===== src/rtl/serial_adder_pkg.sv =====
// Shared constants for the bit-serial adder: FSM encoding, default width,
// and the counter-width helper.
package serial_adder_pkg;

    localparam int DEFAULT_WIDTH = 8;

    // 2'b11 is never entered; the FSM's default arm recovers it to IDLE.
    typedef enum logic [1:0] {
        IDLE  = 2'b00,
        SHIFT = 2'b01,
        DONE  = 2'b10
    } state_t;

    function automatic int clog2(input int value);
        int r;
        r = 0;
        while ((1 << r) < value) r++;
        return r;
    endfunction

endpackage


===== src/rtl/serial_adder_if.sv =====
// Operand/result bundle between the operand source and serial_adder.
// SERIAL_ADDER_SUB_EN adds the sub request and the signed-overflow flag.
interface serial_adder_if
    import serial_adder_pkg::*;
#(
    parameter int WIDTH = DEFAULT_WIDTH
);
    logic             start;
    logic [WIDTH-1:0] a;
    logic [WIDTH-1:0] b;
    logic             ci;
    logic             busy;
    logic             done;
    logic [WIDTH-1:0] sum;
    logic             co;
`ifdef SERIAL_ADDER_SUB_EN
    logic             sub;
    logic             ovf;

    modport master (output start, a, b, ci, sub, input busy, done, sum, co, ovf);
    modport slave  (input start, a, b, ci, sub, output busy, done, sum, co, ovf);
`else
    modport master (output start, a, b, ci, input busy, done, sum, co);
    modport slave  (input start, a, b, ci, output busy, done, sum, co);
`endif
endinterface


===== src/rtl/serial_fa_bit.sv =====
// Single-bit full-adder cell shared by every bit position of the serial adder.
module serial_fa_bit (
    input  logic x,
    input  logic y,
    input  logic cin,
    output logic s,
    output logic cout
);
    assign s    = x ^ y ^ cin;
    assign cout = (x & y) | (cin & (x ^ y));
endmodule


===== src/rtl/serial_adder.sv =====
// Bit-serial adder: one full-adder cell, WIDTH SHIFT cycles, one DONE cycle.
// SERIAL_ADDER_SUB_EN enables a - b via the sub input and reports ovf.
module serial_adder
    import serial_adder_pkg::*;
#(
    parameter int WIDTH = DEFAULT_WIDTH
) (
    input  logic          clk,
    input  logic          reset,
    serial_adder_if.slave bus
);
    localparam int CNT_W = clog2(WIDTH);
    localparam logic [CNT_W-1:0] LAST = CNT_W'(WIDTH - 1);

    state_t           state, state_next;
    logic [WIDTH-1:0] a_sr, b_sr, sum_sr, sum_q;
    logic [CNT_W-1:0] cnt;
    logic             carry, co_q, done_q;
    logic             load, shift_en, finish;
    logic             fa_s, fa_cout;
`ifdef SERIAL_ADDER_SUB_EN
    logic             carry_prev, ovf_q;
`endif

    serial_fa_bit u_fa (
        .x    (a_sr[0]),
        .y    (b_sr[0]),
        .cin  (carry),
        .s    (fa_s),
        .cout (fa_cout)
    );

    always_ff @(posedge clk or posedge reset) begin
        if (reset) state <= IDLE;
        else       state <= state_next;
    end

    // NOTE: every output of this block gets a default first, so no path
    // through the case leaves a signal unassigned and no latch is inferred.
    always_comb begin
        state_next = state;
        load       = 1'b0;
        shift_en   = 1'b0;
        finish     = 1'b0;
        case (state)
            IDLE: begin
                if (bus.start) begin
                    load       = 1'b1;
                    state_next = SHIFT;
                end
            end
            SHIFT: begin
                shift_en = 1'b1;
                if (cnt == LAST) state_next = DONE;
            end
            DONE: begin
                finish     = 1'b1;
                state_next = IDLE;
            end
            default: state_next = IDLE;
        endcase
    end

    // NOTE: non-blocking assignments keep every register reading the
    // pre-edge value of its neighbours, which the shift chain relies on.
    always_ff @(posedge clk or posedge reset) begin
        if (reset) begin
            a_sr   <= '0;
            b_sr   <= '0;
            sum_sr <= '0;
            cnt    <= '0;
            carry  <= 1'b0;
            sum_q  <= '0;
            co_q   <= 1'b0;
            done_q <= 1'b0;
`ifdef SERIAL_ADDER_SUB_EN
            carry_prev <= 1'b0;
            ovf_q      <= 1'b0;
`endif
        end else begin
            done_q <= finish;
            if (load) begin
                a_sr   <= bus.a;
                sum_sr <= '0;
                cnt    <= '0;
`ifdef SERIAL_ADDER_SUB_EN
                // Two's-complement subtract: invert b and inject a carry of one.
                b_sr  <= bus.sub ? ~bus.b : bus.b;
                carry <= bus.sub | bus.ci;
`else
                b_sr  <= bus.b;
                carry <= bus.ci;
`endif
            end else if (shift_en) begin
                sum_sr <= {fa_s, sum_sr[WIDTH-1:1]};
                carry  <= fa_cout;
                a_sr   <= a_sr >> 1;
                b_sr   <= b_sr >> 1;
                cnt    <= cnt + 1'b1;
`ifdef SERIAL_ADDER_SUB_EN
                carry_prev <= carry;
`endif
            end
            if (finish) begin
                sum_q <= sum_sr;
                co_q  <= carry;
`ifdef SERIAL_ADDER_SUB_EN
                // carry_prev is the carry into the MSB, carry the carry out of it.
                ovf_q <= carry ^ carry_prev;
`endif
            end
        end
    end

    assign bus.busy = (state == SHIFT);
    assign bus.done = done_q;
    assign bus.sum  = sum_q;
    assign bus.co   = co_q;
`ifdef SERIAL_ADDER_SUB_EN
    assign bus.ovf  = ovf_q;
`endif

endmodule


===== src/flat_wrapper.sv =====
// flat-port wrapper written by rule: the top's interface ports become plain ports
module serial_adder_flat import serial_adder_pkg::*;
#(
    parameter int WIDTH = DEFAULT_WIDTH
)
  (clk, reset, bus_start, bus_a, bus_b, bus_ci, bus_busy, bus_done, bus_sum, bus_co);
  serial_adder_if #(.WIDTH(WIDTH)) bus_i ();
  input  logic clk;
  input  logic reset;
  input wire logic [$bits(bus_i.start)-1:0] bus_start;
  input wire logic [$bits(bus_i.a)-1:0] bus_a;
  input wire logic [$bits(bus_i.b)-1:0] bus_b;
  input wire logic [$bits(bus_i.ci)-1:0] bus_ci;
  output wire logic [$bits(bus_i.busy)-1:0] bus_busy;
  output wire logic [$bits(bus_i.done)-1:0] bus_done;
  output wire logic [$bits(bus_i.sum)-1:0] bus_sum;
  output wire logic [$bits(bus_i.co)-1:0] bus_co;
  assign bus_i.start = bus_start;
  assign bus_i.a = bus_a;
  assign bus_i.b = bus_b;
  assign bus_i.ci = bus_ci;
  assign bus_busy = bus_i.busy;
  assign bus_done = bus_i.done;
  assign bus_sum = bus_i.sum;
  assign bus_co = bus_i.co;
  serial_adder #(.WIDTH(WIDTH)) u_core (.clk(clk), .reset(reset), .bus(bus_i));
endmodule

===== config.mk =====
export PLATFORM = sky130hd
export DESIGN_NAME = serial_adder_flat
export DESIGN_NICKNAME = d
export VERILOG_FILES = /design/src/rtl/serial_adder_pkg.sv /design/src/rtl/serial_adder_if.sv /design/src/rtl/serial_fa_bit.sv /design/src/rtl/serial_adder.sv /design/src/flat_wrapper.sv
export SDC_FILE = /design/constraint.sdc
export NUM_CORES = 1
export LEC_CHECK = 0
export ABC_AREA = 1
export CAP_MARGIN = 20
export CORE_MARGIN = 1.5
export CORE_UTILIZATION = 40
export CTS_CLUSTER_SIZE = 25
export DETAILED_ROUTE_END_ITERATION = 16
export GPL_ROUTABILITY_DRIVEN = 0
export GPL_TIMING_DRIVEN = 0
export PLACE_DENSITY = 0.61
export SYNTH_ARGS = -nofsm -noshare
export SYNTH_HDL_FRONTEND = slang
export SYNTH_HIERARCHICAL = 1
export SYNTH_SLANG_ARGS = --single-unit

===== constraint.sdc =====
create_clock -name clk -period 3.1 [get_ports clk]
set_clock_uncertainty 0.1 [all_clocks]
set_input_delay 0.62 -clock clk [delete_from_list [all_inputs] [get_ports clk]]
set_output_delay 0.62 -clock clk [all_outputs]
set_load 0.05 [all_outputs]

==> metrics list, run 1 <==
* Drt first pass iters: 4
* Pwr dens: 982.8 mW/mm^2
- Based on the critical path, the design can be clocked at up to 0.3590 GHz.
* Number of top-level pins: 31
- Portion of the post-synthesis area used by sequential elements: about three fifths
- Instance count of the mapped netlist: a little under 200
- The longest clock path from root to sink contains 2 buffers.
- Counting instances, the worst hold path has a depth of 2.
- The number of clock buffers added by TritonCTS is 5.
- The worst register-to-register path begins at u_core/state[1]$_DFFE_PP0P_.
* Class of the worst hold path: reg2reg
- IO buf count: 29
- The critical path starts at u_core/state[1]$_DFFE_PP0P_.
- In this run the mean area of a mapped cell was just under 9 sq um.
- Detailed routing inserted a total of approximately 1400 vias.
- Across all register-to-register paths, the minimum setup slack is around 1.7 ns.
- Type of the worst setup path: reg2out
- Total count of max-transition violations in the final report: 0
- In this run the tightest slew margin relative to its limit is around 45%.
- Slew of the pin with the lowest slew margin: approximately 0.82 ns
* RSZ-0062 raised after global routing: false
- Pin count of the biggest net entering global routing: just over 40
- The floorplan step defined a die boundary enclosing 0.004674 sq mm.
- Max capacitance violation total: 0
- Run status: finished clean
* Clock tree from TritonCTS: done
- Counting every net in the synthesized netlist gives 216.
- Number of setup violations in the final report: 0
* Via count of the first global-routing pass: 1336
- Routed via count divided by cell count: ~5
- Initial Utilization: between 40 and 50%
* Distinct cell type count of the synthesized netlist: 15
- Overall die width: 68.37 um
- Antenna violations before repair: 0
- Sum of negative setup slack: 0 ns
- The detail route stage leaves a number of antenna-violating nets equal to 0.
- Global routing used between 20% and 30% of the available met1 tracks.
* Post-synthesis instance area: around 0.0017 sq mm
* Average routed wire per standard cell: roughly 13 um
* Insertion delay of the later-clocked pin in the worst-skew pair: 0.29 ns
* Count of endpoints failing hold in the final timing report: 0
- Compared with the post-synthesis result, the final layout area differs by 26.94%.
- Summing all multi-input logic gate instances after layout gives 633.1 sq um.
- The worst register-to-register path has a depth of 4.
- In this run, post-CTS repair resized a total of 0 instances.
* Element type at the critical path end: output port
- Yosys top cell by area: dfrtp_1
- Across the VDD grid, the largest voltage drop is between 0.3 and 0.4 mV.
* Root cell of the clock tree: clkbuf_8
* Register Area: roughly 0.0010 sq mm
* CTS clk-pin slew, worst paths: 0.08 ns
* Biggest area contributors in the synthesized netlist: dfrtp_1 59%, nand3_1 17%, nand2_1 15%
* Register bit total from synthesis: 40
* Leak pwr: roughly 0.0011 uW
* Launch instance of the worst min-delay path: u_core/bus.sum[4]$_DFFE_PP0P_
- The core region is a little over 0.004 sq mm.
* Synth top area share: between 50% and 60%
- Final total power: about 2100 uW
- Fraction of layout cells with a size suffix above 1: a little under a tenth
- Data arrives at the worst endpoint at between 2 and 2.5 ns.
- The floorplan step set the die height to between 60 and 70 um.
- In this run the number of H-tree levels came out at 2.
* Nets: between 200 and 300
- Fill cell instance count of the final layout: approximately 370
- The worst setup path is launched from a flop.
* Number of synthesis warnings: 6
- Counting every sink on the clock net gives 40.
- Sum of overflow across all layers after global routing: 0
* Global-route track usage on met3: just under 6%
* Std cell rows: 23
* DRC violation count after routing: 0
* Highest net fanout along the worst path: 10
* Hold-fix buffer count after cts: 0
- GRT Overall Usage: around 18%
- For this block, the initial DRC count from the detailed router was around 120.
- Final HPWL DP: approximately 2500 um
- For this block, the routed nets add up to 3542 um of wire.
- Once the clock tree was built, the setup fixing pass inserted 0 buffers.
- The worst path needs 2.785 ns of the cycle, external delays included.
- Worst hold path endpoint: u_core/bus.sum[4]$_DFFE_PP0P_
* Worst EP required: ~2.4 ns
* M2 GR Usage: roughly 28%
- Final period utilization: 89.85%
- The endpoint identified for the worst register-to-register timing path is u_core/b_sr[5]$_DFFE_PP0P_.
* Busiest layer in global routing: met2
* Number of antenna repair diodes: 0
- The first global-routing pass estimated roughly 6000 um of wire.
[worst max-delay path: stages (launching register included)]
cell and delay [ns]:
dfrtp_1 0.44, nor2_4 0.24, buf_2 0.26, clkdlybuf4s50_1 0.83
[cells by family after synthesis]
group / share of synthesized area, %
adders and majority gates: 2.635
DFF: 58.57
buffers and inverters: 4.392
AOI/OAI and AO/OA: 0.5857
and+or+nand+nor: 33.82
[per-layer routing]
layer / vias up / routed length [um]
met1: 657 / 1699
met4: 0 / 35
met2: 24 / 1672
met3: 5 / 135
li1: 708 / -
met5: - / 0
[where the power goes]
group	internal [uW]	switching, uW	leakage, uW
registers	724	126	0.000499
logic	308	558	0.000523
clock network	239	178	0.0000552
[registers in the layout (all words and copies together) (netlist names)]
signal,flops
u_core/bus.done,1
u_core/bus.co,1
u_core/sum_sr,8
u_core/b_sr,8
u_core/state,2
u_core/cnt,3
u_core/a_sr,8
u_core/bus.sum,8
u_core/carry,1
[layout make-up]
class	instances	share of cell area, %
Clock inverter	2	1.615
Buffer	11	2.595
Tap cell	50	2.884
Clock buffer	6	3.345
Sequential cell	40	46.14
Multi-Input combinational cell	137	29.18
Timing Repair Buffer	29	13.38
Inverter	5	0.8651
[cells in the mapped netlist]
master    count
buf_2         8
buf_4         1
clkbuf_1      1
clkbuf_2      1
dfrtp_1      40
fa_1          1
ha_1          2
inv_1         3
inv_2         2
nand2_1      69
nand2_2       1
nand3_1      58
nor2_1        3
nor2_4        1
o21ai_0       2
[cells in the final DEF, fill, tap and decap left out, drive strengths merged]
cell and instances:
buf 9, clkbuf 8, clkdlybuf4s50 29, dfrtp 40, fa 1, o21ai 2
bufinv 1, clkinv 1, inv 5, nor2 4, nand2 70, nand3 58
ha 2
[worst max-delay path by stage]
stage / end / slack (ns) / cells past startpoint
finish: bus_busy / 0.31 / 3
global placement: bus_busy / 0.61 / 4
CTS: bus_busy / 0.29 / 3
global route: bus_busy / 0.19 / 4
floorplan: bus_busy / 1.44 / 2
detailed placement: bus_busy / 0.62 / 4
[stage by stage]
stage / instance area (sq um) / util (%) / setup WS [ns] / cells / hold slack [ns]
floorplan: 1709 / - / 1.436 / 193 / 0.3425
global placement: 2062 / 50.82 / 0.6131 / 272 / 0.3613
detailed placement: 2062 / 50.82 / 0.6227 / 272 / 0.3624
CTS: 2170 / 53.47 / 0.2944 / 280 / 0.3845
global route: 2170 / 53.47 / 0.1938 / 280 / 0.4048
finish: 2170 / 53.47 / 0.3148 / 280 / 0.3802
No activity file was read; power rests on OpenSTA's default activity.
==> inputs of run 2 (changes only) <==
SKIP_LAST_GASP = 1   (was unset)
==> results of run 2 <==
No change in the layout: final DEF, timing and power equal those of run 1.
==> inputs of run 3 (changes only) <==
REMOVE_ABC_BUFFERS = 1   (was unset)
==> metrics list, run 3 (synthesis results as in run 1) <==
* Run status: finished clean
- Die H: 68.37 um (unchanged)
- The worst register-to-register path ends at u_core/a_sr[7]$_DFFE_PP0P_.
- Routed via count divided by cell count: 5.200 (+4.4%)
* Type of the worst setup path: reg2out
- The worst endpoint required time is 2.38 ns (about the same).
- Launch instance of the worst min-delay path: u_core/sum_sr[0]$_DFFE_PP0P_
- Element type at the critical path end: output port
- The maximum cell stage delay along the critical path was 0.92 ns (+0.09 ns).
- Relative max-transition margin: 33.09% (-12 points)
- The post-route antenna net violation count came to 0 (unchanged).
- The vias after detailed routing was 1404 (+0.72%).
* Insertion delay of the later-clocked pin in the worst-skew pair: 0.29 ns (about the same)
- The highest ir drop seen on vdd was 0.4223 mV (+37%).
- The number of sinks on the clock net came to 40 (unchanged).
- Number of setup violations in the final report: 0 (unchanged)
- Register Area: 0.001001 sq mm (unchanged)
- The worst setup slack for register-to-register paths was 1.27 ns (-0.46 ns).
- Number of antenna repair diodes: 0 (unchanged)
* R2R depth: 5 (+1)
- CTS H-Tree Depth: 2 (unchanged)
- End-of-flow core utilization: 51.90% (-1.6 points)
- Drt first pass iters: 4 (unchanged)
- The leakage power is 0.001029 uW (-4.5%).
* Crit path buf inv count: 2 (unchanged)
- Total count of max-transition violations in the final report: 0 (unchanged)
- The share of the cycle needed by the critical path after routing is 93.33% (+3.5 points).
* Critical path launch point type: flop
* Overall die width: 68.37 um (unchanged)
- Class of the worst hold path: reg2reg
- The wire length on met2 was 1629 um (-2.6%).
- Pwr dens: 960.3 mW/mm^2 (-2.3%)
- Antenna violations before repair: 0 (unchanged)
- Ordered cell list for the critical path: inv_2 -> nor2_4 -> clkdlybuf4s50_1
- Hold-fix buffer count after cts: 0 (unchanged)
- Fill cell instance count of the final layout: 375 (+0.81%)
* Number of top-level pins: 31 (unchanged)
* Num CTS Buffers: 5 (unchanged)
- Std cell rows: 23 (unchanged)
- The footprint of the multi-input gates is 633.1 sq um (unchanged).
- The measured slew at the worst slew-check pin came to 1.001 ns (+0.1771 ns).
- The sum of net half-perimeters after detailed placement came to 2101 um (-15%).
- The number of instances resized during post-cts repair is 0 (unchanged).
- The final wirelength was 3333 um (-5.9%).
* Pin count of the biggest net entering global routing: 41 (unchanged)
* Reg2Reg Launch Point: u_core/state[1]$_DFFE_PP0P_
- Minimum clock period: 2.893 ns (+0.1081 ns)
- The total power is 2022 uW (-5.2%).
- Global-route wire length before repair: 5892 um (-2.2%)
- Achievable frequency: 0.3456 GHz (-3.7%)
- The top cell types in the final layout, fill and taps aside, are 69 x nand2_1, 58 x nand3_1, 40 x dfrtp_1.
- Setup repair after global routing left no endpoint under its margin.
- The net count reported at finish came to 242 (-4.0%).
* Area grow syn2layout: 23.21%
- Count of endpoints failing hold in the final timing report: 0 (unchanged)
- Clock tree synthesis selected as its root buffer the cell clkbuf_8.
* Max capacitance violation total: 0 (unchanged)
* Via count of the first global-routing pass: 1374 (+2.8%)
* Topmost layer with routed signal wires: met4
- The data arrival time of the critical path is 2.17 ns (+0.10 ns).
- Grouping stages by cell kind, the critical path spends the most delay in buffers and inverters.
* Fraction of layout cells with a size suffix above 1: 5.000% (-4.6 points)
* Crit path max-delay cell type: clkdlybuf4s50_1
- DRC violation count after routing: 0 (unchanged)
* Hold path depth: 2 (unchanged)
- Worst hold path endpoint: u_core/bus.sum[0]$_DFFE_PP0P_
- The clock transition at the registers of the reported paths came to 0.07 ns (about the same).
- The number of buffers added on ports came to 30 (+3.4%).
- Highest net fanout along the worst path: 27 (+17)
- Number of setup buffers added after CTS: 0 (unchanged)
- The worst hold margin is 0.3760 ns (-0.004260 ns).
- Sum of met3 wire segment lengths after detailed routing: 161 um (+19%)
- Max clock buf depth: 2 (unchanged)
- Sum of negative setup slack: 0 ns (unchanged)
* Average routed wire per standard cell: 12.34 um (-2.4%)
- GRT Overall Usage: 17.21% (-0.45 points)
- The die area was 0.004674 sq mm (unchanged).
- Initial DRC count: 99 (-14%)
- The wire length on met1 is 1487 um (-12%).
- Initial Utilization: 42.12% (unchanged)
- Leaving out fill and tap cells, the most frequent cell in the layout is nand2_1.
* Core ar.: 0.004058 sq mm (unchanged)
- Sum of overflow across all layers after global routing: 0 (unchanged)
- TritonCTS built the clock tree.
run 3: worst max path at each step:
stage                           startpoint                    endpoint  slack, ns  cells after the start
2_1_floorplan  u_core/state[1]$_DFFE_PP0P_                    bus_busy       1.41                      1
3_3_place_gp                     bus_start  u_core/a_sr[7]$_DFFE_PP0P_       0.22                      5
3_5_place_dp                     bus_start  u_core/a_sr[7]$_DFFE_PP0P_       0.20                      5
4_1_cts        u_core/state[0]$_DFFE_PP0P_                    bus_busy       0.19                      3
5_1_grt        u_core/state[0]$_DFFE_PP0P_                    bus_busy       0.07                      3
6_report       u_core/state[0]$_DFFE_PP0P_                    bus_busy       0.21                      3
run 3: metrics by stage:
stage	cells	worst slack [ns]	instance area, sq um
2_1_floorplan	182	1.410	1653
3_3_place_gp	262	0.2200	2016
3_5_place_dp	262	0.1955	2016
4_1_cts	270	0.1873	2106
5_1_grt	270	0.07068	2106
6_report	270	0.2067	2106
run 3: worst register-to-register path: cells and delay by family, from the launching register on:
| kind | cells | cell delay [ns] |
|---|---|---|
| flops | 1 | 0.43 |
| buf+inv | 1 | 0.09 |
| simple gates | 4 | 1.14 |
run 3: report_power, final:
| part | leakage, uW | switching [uW] | internal (uW) |
|---|---|---|---|
| clock | 0.0000455 | 167 | 181 |
| sequential | 0.000499 | 127 | 724 |
| combinational | 0.000484 | 546 | 276 |
| total | 0.00103 | 841 | 1180 |
run 3: area by class of cell:
cell class              instances  share of cell area [%]
flip-flops and latches         40                   47.53
inverters                       5                  0.8913
multi-input cells             137                   30.07
well taps                      50                   2.971
clock buffers                   8                   4.278
repair buffers                 30                   14.26
run 3: per-layer routing:
layer / vias to the layer above / track usage, %
li1: 683 / -
met4: 0 / 6.500
met1: 684 / 18.81
met2: 30 / 30.58
met5: - / 0
met3: 7 / 5.921
